## src/rtl/lsu_pkg.sv

```systemverilog
// Shared types and constants for the load/store unit.
// MISALIGN_TRAP_EN: when defined, misaligned H/HU/W accesses are rejected with an error.
package lsu_pkg;

    localparam int ADDR_W = 13;

    localparam logic [2:0] F3_B  = 3'b000;
    localparam logic [2:0] F3_H  = 3'b001;
    localparam logic [2:0] F3_W  = 3'b010;
    localparam logic [2:0] F3_BU = 3'b100;
    localparam logic [2:0] F3_HU = 3'b101;

    typedef enum logic [1:0] {
        ST_IDLE,
        ST_READ,
        ST_WRITE,
        ST_RESP
    } lsu_state_e;

    typedef struct packed {
        logic        we;
        logic [2:0]  funct3;
        logic [31:0] addr;
        logic [31:0] wdata;
    } lsu_req_t;

    function automatic logic lsu_req_err(input logic we, input logic [2:0] funct3,
                                         input logic [1:0] offset);
        logic err;
        err = (funct3 == 3'b011) || (funct3 == 3'b110) || (funct3 == 3'b111) ||
              (we && ((funct3 == F3_BU) || (funct3 == F3_HU)));
`ifdef MISALIGN_TRAP_EN
        err = err || (((funct3 == F3_H) || (funct3 == F3_HU)) && offset[0]) ||
                     ((funct3 == F3_W) && (offset != 2'b00));
`else
        // Low address bits are simply dropped, so the offset never causes an error.
        err = err || (1'b0 & (^offset));
`endif
        return err;
    endfunction

endpackage

```

## src/rtl/lsu_align.sv

```systemverilog
// Combinational lane logic: load extraction with sign/zero extension and
// sub-word store merge into a previously read word (little-endian lanes).
module lsu_align
    import lsu_pkg::*;
(
    input  logic [31:0] word,
    input  logic [1:0]  offset,
    input  logic [2:0]  funct3,
    input  logic [31:0] wdata,
    output logic [31:0] load_data,
    output logic [31:0] store_word
);

    logic [31:0] shifted;
    logic [7:0]  byte_sel;
    logic [15:0] half_sel;

    always_comb begin
        shifted  = word >> {offset, 3'b000};
        byte_sel = shifted[7:0];
        half_sel = offset[1] ? word[31:16] : word[15:0];

        case (funct3)
            F3_B:    load_data = {{24{byte_sel[7]}}, byte_sel};
            F3_BU:   load_data = {24'h0, byte_sel};
            F3_H:    load_data = {{16{half_sel[15]}}, half_sel};
            F3_HU:   load_data = {16'h0, half_sel};
            default: load_data = word;
        endcase
    end

    // Each byte lane takes new data only when it is covered by the store size.
    for (genvar gi = 0; gi < 4; gi++) begin : g_lane
        logic byte_hit;
        logic half_hit;
        assign byte_hit = (funct3[1:0] == 2'b00) && (offset == 2'(gi));
        assign half_hit = (funct3[1:0] == 2'b01) && (offset[1] == 1'(gi / 2));
        always_comb begin
            if (byte_hit) begin
                store_word[gi*8 +: 8] = wdata[7:0];
            end else if (half_hit) begin
                store_word[gi*8 +: 8] = wdata[(gi % 2)*8 +: 8];
            end else if (funct3[1:0] == 2'b10) begin
                store_word[gi*8 +: 8] = wdata[gi*8 +: 8];
            end else begin
                store_word[gi*8 +: 8] = word[gi*8 +: 8];
            end
        end
    end

endmodule

```

## src/rtl/load_store_unit.sv

```systemverilog
// Byte-addressed RV32I load/store front end driving a word-addressed data memory.
// Build option MISALIGN_TRAP_EN (see lsu_pkg) turns misaligned H/W accesses into errors.
module load_store_unit
    import lsu_pkg::*;
(
    input  logic        clk,
    input  logic        rst_n,
    input  logic        req_valid,
    output logic        req_ready,
    input  logic        req_we,
    input  logic [2:0]  req_funct3,
    input  logic [31:0] req_addr,
    input  logic [31:0] req_wdata,
    output logic        resp_valid,
    output logic [31:0] resp_rdata,
    output logic        resp_err,
    output logic        mem_we,
    output logic [31:0] mem_addr,
    output logic [31:0] mem_wd,
    input  logic [31:0] mem_rd
);

    lsu_state_e  state_q, state_d;
    lsu_req_t    req_q, req_d;
    logic [31:0] resp_rdata_q, resp_rdata_d;
    logic        resp_err_q, resp_err_d;
    logic [31:0] mem_wd_q, mem_wd_d;

    logic [31:0] load_data;
    logic [31:0] store_word;

    lsu_align u_align (
        .word       (mem_rd),
        .offset     (req_q.addr[1:0]),
        .funct3     (req_q.funct3),
        .wdata      (req_q.wdata),
        .load_data  (load_data),
        .store_word (store_word)
    );

    always_comb begin
        state_d      = state_q;
        req_d        = req_q;
        resp_rdata_d = resp_rdata_q;
        resp_err_d   = resp_err_q;
        mem_wd_d     = mem_wd_q;

        case (state_q)
            ST_IDLE: begin
                if (req_valid) begin
                    req_d = '{we: req_we, funct3: req_funct3, addr: req_addr, wdata: req_wdata};
                    if (lsu_req_err(req_we, req_funct3, req_addr[1:0])) begin
                        state_d      = ST_RESP;
                        resp_err_d   = 1'b1;
                        resp_rdata_d = 32'h0;
                    end else if (req_we && (req_funct3 == F3_W)) begin
                        state_d  = ST_WRITE;
                        mem_wd_d = req_wdata;
                    end else begin
                        state_d = ST_READ;
                    end
                end
            end
            ST_READ: begin
                if (req_q.we) begin
                    state_d  = ST_WRITE;
                    mem_wd_d = store_word;
                end else begin
                    state_d      = ST_RESP;
                    resp_rdata_d = load_data;
                    resp_err_d   = 1'b0;
                end
            end
            ST_WRITE: begin
                state_d      = ST_RESP;
                resp_rdata_d = 32'h0;
                resp_err_d   = 1'b0;
            end
            default: begin
                state_d = ST_IDLE;
            end
        endcase
    end

    always_ff @(posedge clk or negedge rst_n) begin
        if (!rst_n) begin
            state_q      <= ST_IDLE;
            req_q        <= '0;
            resp_rdata_q <= 32'h0;
            resp_err_q   <= 1'b0;
            mem_wd_q     <= 32'h0;
        end else begin
            state_q      <= state_d;
            req_q        <= req_d;
            resp_rdata_q <= resp_rdata_d;
            resp_err_q   <= resp_err_d;
            mem_wd_q     <= mem_wd_d;
        end
    end

    // Address bits above the memory's range are dropped on purpose.
    logic unused_addr_bits;
    assign unused_addr_bits = ^req_q.addr[31:ADDR_W+2];

    assign req_ready  = (state_q == ST_IDLE);
    assign resp_valid = (state_q == ST_RESP);
    assign resp_rdata = resp_rdata_q;
    assign resp_err   = resp_err_q;
    assign mem_we     = (state_q == ST_WRITE);
    assign mem_addr   = {{(32-ADDR_W){1'b0}}, req_q.addr[ADDR_W+1:2]};
    assign mem_wd     = mem_wd_q;

endmodule

```

## config.mk

```make
export PLATFORM = sky130hd
export DESIGN_NAME = load_store_unit
export DESIGN_NICKNAME = d
export VERILOG_FILES = /design/src/rtl/lsu_pkg.sv /design/src/rtl/lsu_align.sv /design/src/rtl/load_store_unit.sv
export SDC_FILE = /design/constraint.sdc
export NUM_CORES = 1
export LEC_CHECK = 0
export ABC_AREA = 1
export CORE_UTILIZATION = 40
export DETAILED_ROUTE_END_ITERATION = 7
export GPL_ROUTABILITY_DRIVEN = 0
export HOLD_SLACK_MARGIN = 0.05
export PLACE_DENSITY = 0.78
export SLEW_MARGIN = 25
export SYNTH_ARGS = -nofsm -noshare
export SYNTH_HDL_FRONTEND = slang
export SYNTH_SLANG_ARGS = --single-unit
```

## constraint.sdc

```tcl
create_clock -name clk -period 2.6 [get_ports clk]
set_input_delay 0.52 -clock clk [delete_from_list [all_inputs] [get_ports clk]]
set_output_delay 0.52 -clock clk [all_outputs]
set_load 0.01 [all_outputs]
```

==> results_dict.tcl, run 1 <==
set metrics [dict create \
    leakage_uw 0.00461 \
    arrival_ps 1790 \
    drt_pass1_iterations 7 \
    clock_path_buffers 2 \
    path_depth 3 \
    fmax_mhz 433 \
    slew-limit-headroom_pct 56.4 \
    clk_latency_ps 420 \
    track_usage_pct 24.4 \
    crit_path_end_kind "output pin" \
    r2r-end "mem_wd[17]" \
    layout.nets 1237 \
    r2r_slack_ps 440 \
    layout_commonest_cell "nand2_1" \
    antenna_found_initial 0 \
    ir_drop_uv 565 \
    grt_max_degree 67 \
    setup_violations 0 \
    hold_viol 0 \
    cts_resized 0 \
    die_y_um 132 \
    dieArea_um2 17400 \
    core_um2 16500 \
    worstSetupStartpointType "register" \
    status "complete, no violations" \
    drt-total-wl_um 20500 \
    path_class "register to output pin" \
    root_buffer "clkbuf_16" \
    dp_hpwl_um 14800 \
    initial_utilization_pct 40.7 \
    vias_per_cell 4.98 \
    port_buffers 166 \
    yosysSeqAreaShare_pct 43.9 \
    cp_cell_sequence "inv_1 > ha_1 > clkdlybuf4s50_1" \
    cts_num_sinks 118 \
    ant_nets 0 \
    nFillCells 1561 \
    critPathMaxStageDelay_ps 580 \
    synth_seq_cells 118 \
    clk_pin_slew_ps 60 \
    yosysWarnings 0 \
    first_iter_violations 675 \
    cts_buffers 17 \
    drt-wirelength-per-cell_um 15.0 \
    drc 0 \
    r2r_start "req_q[65]" \
    hold_buffers 0 \
    final_layout_size_suffix_gt1_share_pct 6.30 \
    maxSlewViolCount 0 \
    crit_slowest_cell "clkdlybuf4s50_1" \
    post_cts_buffers 0 \
    cp.required_ps 2080 \
    tightest_slew_ps 654 \
    syn_area_um2 6730 \
    ios 203 \
    diodes 0 \
    cts_tree "done" \
    final.period_utilization_pct 88.9 \
    hold_class "input port to async pin" \
    finalCriticalPeriod_ps 2310 \
    grt_pass1_wl_um 33100 \
    rsz0062_at_grt "false" \
    ctsHtreeMaxLevel 4 \
    grt_pass1_vias 6297 \
    timing.max_cap.violations 0 \
    worst-path-buf-inv 2 \
    path_max_fanout 6 \
    finClkSkew_ps 8.10 \
    worst-r2r-cell-count 8 \
    syn_avg_cell_area_um2 6.81 \
    grt_remaining_overflow 0 \
    die_x_um 132 \
    layout_common_cells "nand2_1, clkdlybuf4s50_1, nor2_1" \
    vias 6793 \
    syn_to_final_growth_pct 33.6 \
    placementRows 47 \
    synthCells 989 \
    p_per_area_nw_per_um2 1280 \
    fin_util_pct 54.4 \
    tns_ps 0 \
    synth_cell_types 26 \
    worst_path_dominant_cell_family "buffers and inverters" \
]
[flip-flops by register name (all words and copies together), names as in the netlist]
name	flops
req_q	38
state_q	2
resp_err	1
resp_rdata	32
mem_addr	13
mem_wd	32
[area by class of cell]
class / count / area (um2) / share of cell area (%)
inverters: 86 / 323 / 3.59
repair buffers: 183 / 1810 / 20.2
multi-input cells: 724 / 3060 / 34.0
flip-flops and latches: 118 / 2950 / 32.8
clock inverters: 15 / 144 / 1.60
clock buffers: 17 / 425 / 4.73
well taps: 220 / 275 / 3.06
[worst max-delay path by stage]
stage,start,endpoint,slack (ps)
2_1_floorplan,state_q[0],mem_wd[16],860
3_3_place_gp,req_funct3[2],mem_wd[20],400
3_5_place_dp,req_funct3[2],mem_wd[20],350
4_1_cts,state_q[0],req_ready,270
5_1_grt,state_q[1],req_ready,180
6_report,state_q[0],req_ready,290
[synth_stat cells (all sizes together)]
library cell    n  area, um2
nand3          73        370
dfrtp         118       2950
or2             2       12.5
conb            1       3.75
nor2          122        470
ha              4       50.1
clkbuf         20       75.1
nor3            1       5.00
o21ai          64        324
buf            59        393
inv            86        323
o211ai          3       22.5
nand2         386       1460
a21oi          41        209
nand4           9       56.3
[through the flow]
stage	setup WS [ps]	instances	hold WS, ps	area (um2)	total power [uW]
after global routing	175	1363	153	8990	12300
final	290	1363	118	8990	11500
after CTS	273	1363	116	8990	11500
after global placement	396	1331	461	8420	9030
after detailed placement	345	1331	464	8420	9150
after floorplan	857	1007	224	6800	6900
[worst register-to-register path, delay by kind of cell, from the launching register on]
| kind | cells | cell delay [ps] |
|---|---|---|
| buffers and inverters | 2 | 490 |
| AOI/OAI and AO/OA | 2 | 400 |
| DFF | 1 | 600 |
| and+or+nand+nor | 4 | 550 |
[report_power, final]
| part | internal [uW] | switching, uW | leakage [uW] |
|---|---|---|---|
| Sequential | 2720 | 553 | 0.00148 |
| Clock | 1330 | 938 | 0.000268 |
| Combinational | 2380 | 3560 | 0.00286 |
| Total | 6430 | 5050 | 0.00461 |
[kinds of logic after synthesis]
kind of cell | Yosys count | share of synthesized area, %
adder cells (fa/ha/maj) | 4 | 0.744
AND/OR/NAND/NOR | 593 | 35.3
flip-flops | 118 | 43.9
other | 1 | 0.0557
AO/OA/AOI/OAI | 108 | 8.25
buffers and inverters | 165 | 11.7
[metal layers]
layer | global-route usage (%) | up-vias | wire (um)
li1 | - | 3308 | -
met1 | 33.7 | 3138 | 9050
met2 | 38.3 | 314 | 9410
met3 | 4.59 | 33 | 1560
met4 | 8.72 | 0 | 462
met5 | 0 | - | 0
Note: power is estimated with default switching activity, not from simulation.
==> run 2: changes to the inputs <==
--- a/config.mk
+++ b/config.mk
@@ -6,11 +6,14 @@
 export NUM_CORES = 1
 export LEC_CHECK = 0
 export ABC_AREA = 1
+export CORE_MARGIN = 1
 export CORE_UTILIZATION = 40
 export DETAILED_ROUTE_END_ITERATION = 7
 export GPL_ROUTABILITY_DRIVEN = 0
 export HOLD_SLACK_MARGIN = 0.05
 export PLACE_DENSITY = 0.78
+export RECOVER_POWER = 100
+export REMOVE_ABC_BUFFERS = 1
 export SLEW_MARGIN = 25
 export SYNTH_ARGS = -nofsm -noshare
 export SYNTH_HDL_FRONTEND = slang
==> results_dict.tcl, run 2 (synthesis gave the netlist of run 1 again) <==
set metrics [dict create \
    status "complete, but fails checks" \
    failed_checks "capacitance limit, slew limit" \
    largest_reg_flops 38 \
    tightest_slew_ps 1850 \
    cp.required_ps 2080 \
    timing.max_cap.violations 1 \
    ir_drop_uv 622 \
    place_inst 1332 \
    ctsHtreeMaxLevel 4 \
    root_buffer "clkbuf_16" \
    drt-total-wl_um 20500 \
    die_x_um 132 \
    r2r_start "state_q[1]" \
    finalCriticalPeriod_ps 2370 \
    initial_utilization_pct 40.7 \
    ios 203 \
    antenna_found_initial 0 \
    path_max_fanout 6 \
    post_cts_buffers 0 \
    layout_commonest_cell "nand2_1" \
    ant_nets 0 \
    track_usage_pct 24.1 \
    worstSetupStartpointType "register" \
    first_iter_violations 576 \
    hold_viol 0 \
    drc 0 \
    setup_violations 0 \
    syn_to_final_growth_pct 34.2 \
    fmax_mhz 422 \
    clk_pin_slew_ps 50 \
    grt_max_degree 56 \
    port_buffers 166 \
    design_power_total_uw 11400 \
    grt_pass1_vias 6177 \
    fin_util_pct 54.7 \
    grt_remaining_overflow 0 \
    clk_latency_ps 420 \
    slew-limit-headroom_pct -23.3 \
    crit_path_end_kind "output pin" \
    vias_per_cell 4.91 \
    die_y_um 132 \
    cts_tree "done" \
    arrival_ps 1850 \
    drt-wirelength-per-cell_um 15.0 \
    grt_pass1_wl_um 32500 \
    finClkSkew_ps 8.63 \
    maxSlewViolCount 28 \
    path_class "register to output pin" \
    cts_num_sinks 118 \
    leakage_uw 0.00477 \
    vias 6702 \
    setup.worst_path.start "state_q[0]" \
    core_um2 16500 \
    final_layout_size_suffix_gt1_share_pct 5.59 \
    rsz0062_at_grt "false" \
    hp-start "resp_rdata[21]" \
    final_cell_count_no_fill 1365 \
    p_per_area_nw_per_um2 1260 \
    tns_ps 0 \
    layout.nets 1239 \
    cts_buffers 17 \
    drt_pass1_iterations 5 \
    ff_latch_area_um2 2950 \
    nFillCells 1547 \
    final.period_utilization_pct 91.2 \
    hold_class "register to register" \
    clock_path_buffers 2 \
    dieArea_um2 17400 \
    layout_common_cells "nand2_1, nor2_1, dfrtp_1" \
    diodes 0 \
    top_register "req_q" \
    placementRows 47 \
    cts_resized 0 \
    dp_hpwl_um 14400 \
    multi_input_area_um2 3050 \
]
[run 2: changes by cell type in the layout (fill, tap and decap cells not counted), sizes merged]
cell / delta
clkdlybuf4s50: -82
clkbuf: +13
inv: -6
dlygate4sd3: +83
clkinv: -1
buf: -5
bufinv: +3
clkinvlp: -3
[run 2: path summary, 6_finish.rpt]
kind                             endpoint  slack, ps  cells after the start
max                             req_ready        230                      3
min                        resp_rdata[21]        470                      2
max reg2reg                    mem_wd[15]        310                     10
min reg2reg                resp_rdata[21]        470                      2
max in group asynchronous      mem_wd[24]        380                      2
min in group asynchronous     mem_addr[8]       1140                      2
[run 2: timing repair]
item,CTS,global route
endpoints found under the hold margin,2,0
setup endpoints to repair,0,0
hold buffers,1,0
[run 2: through the flow]
| stage | setup slack [ps] | hold WS, ps | instance area (um2) |
|---|---|---|---|
| after floorplan | -1000 | 224 | 6330 |
| after global placement | 383 | 462 | 8440 |
| after detailed placement | 349 | 464 | 8440 |
| after CTS | 250 | 479 | 9070 |
| after global routing | 90.2 | 488 | 9030 |
| final | 229 | 470 | 9030 |
[run 2: layer usage]
layer  track usage [%]  up-vias  share of wire, %
li1                  -     3314                 -
met3              5.98       43               7.3
met4              11.9        0               3.6
met1              31.9     3052                43
met2              36.9      293                46
met5                 0        -                 0
[run 2: critical path, cell delays in order, from the launching register on]
cell and delay, ps:
dfrtp_1 400, inv_1 110, ha_1 280, dlygate4sd3_1 640
[run 2: layout make-up]
class,count,share of cell area [%]
Tap cell,220,3.05
Clock inverter,8,1.62
Inverter,86,3.57
Timing Repair Buffer,185,20.1
Multi-Input combinational cell,724,33.8
Clock buffer,24,5.22
Sequential cell,118,32.7
[run 2: power by group]
group          switching (uW)  internal, uW
logic                    3540          2120
clock network             844          1650
registers                 503          2720
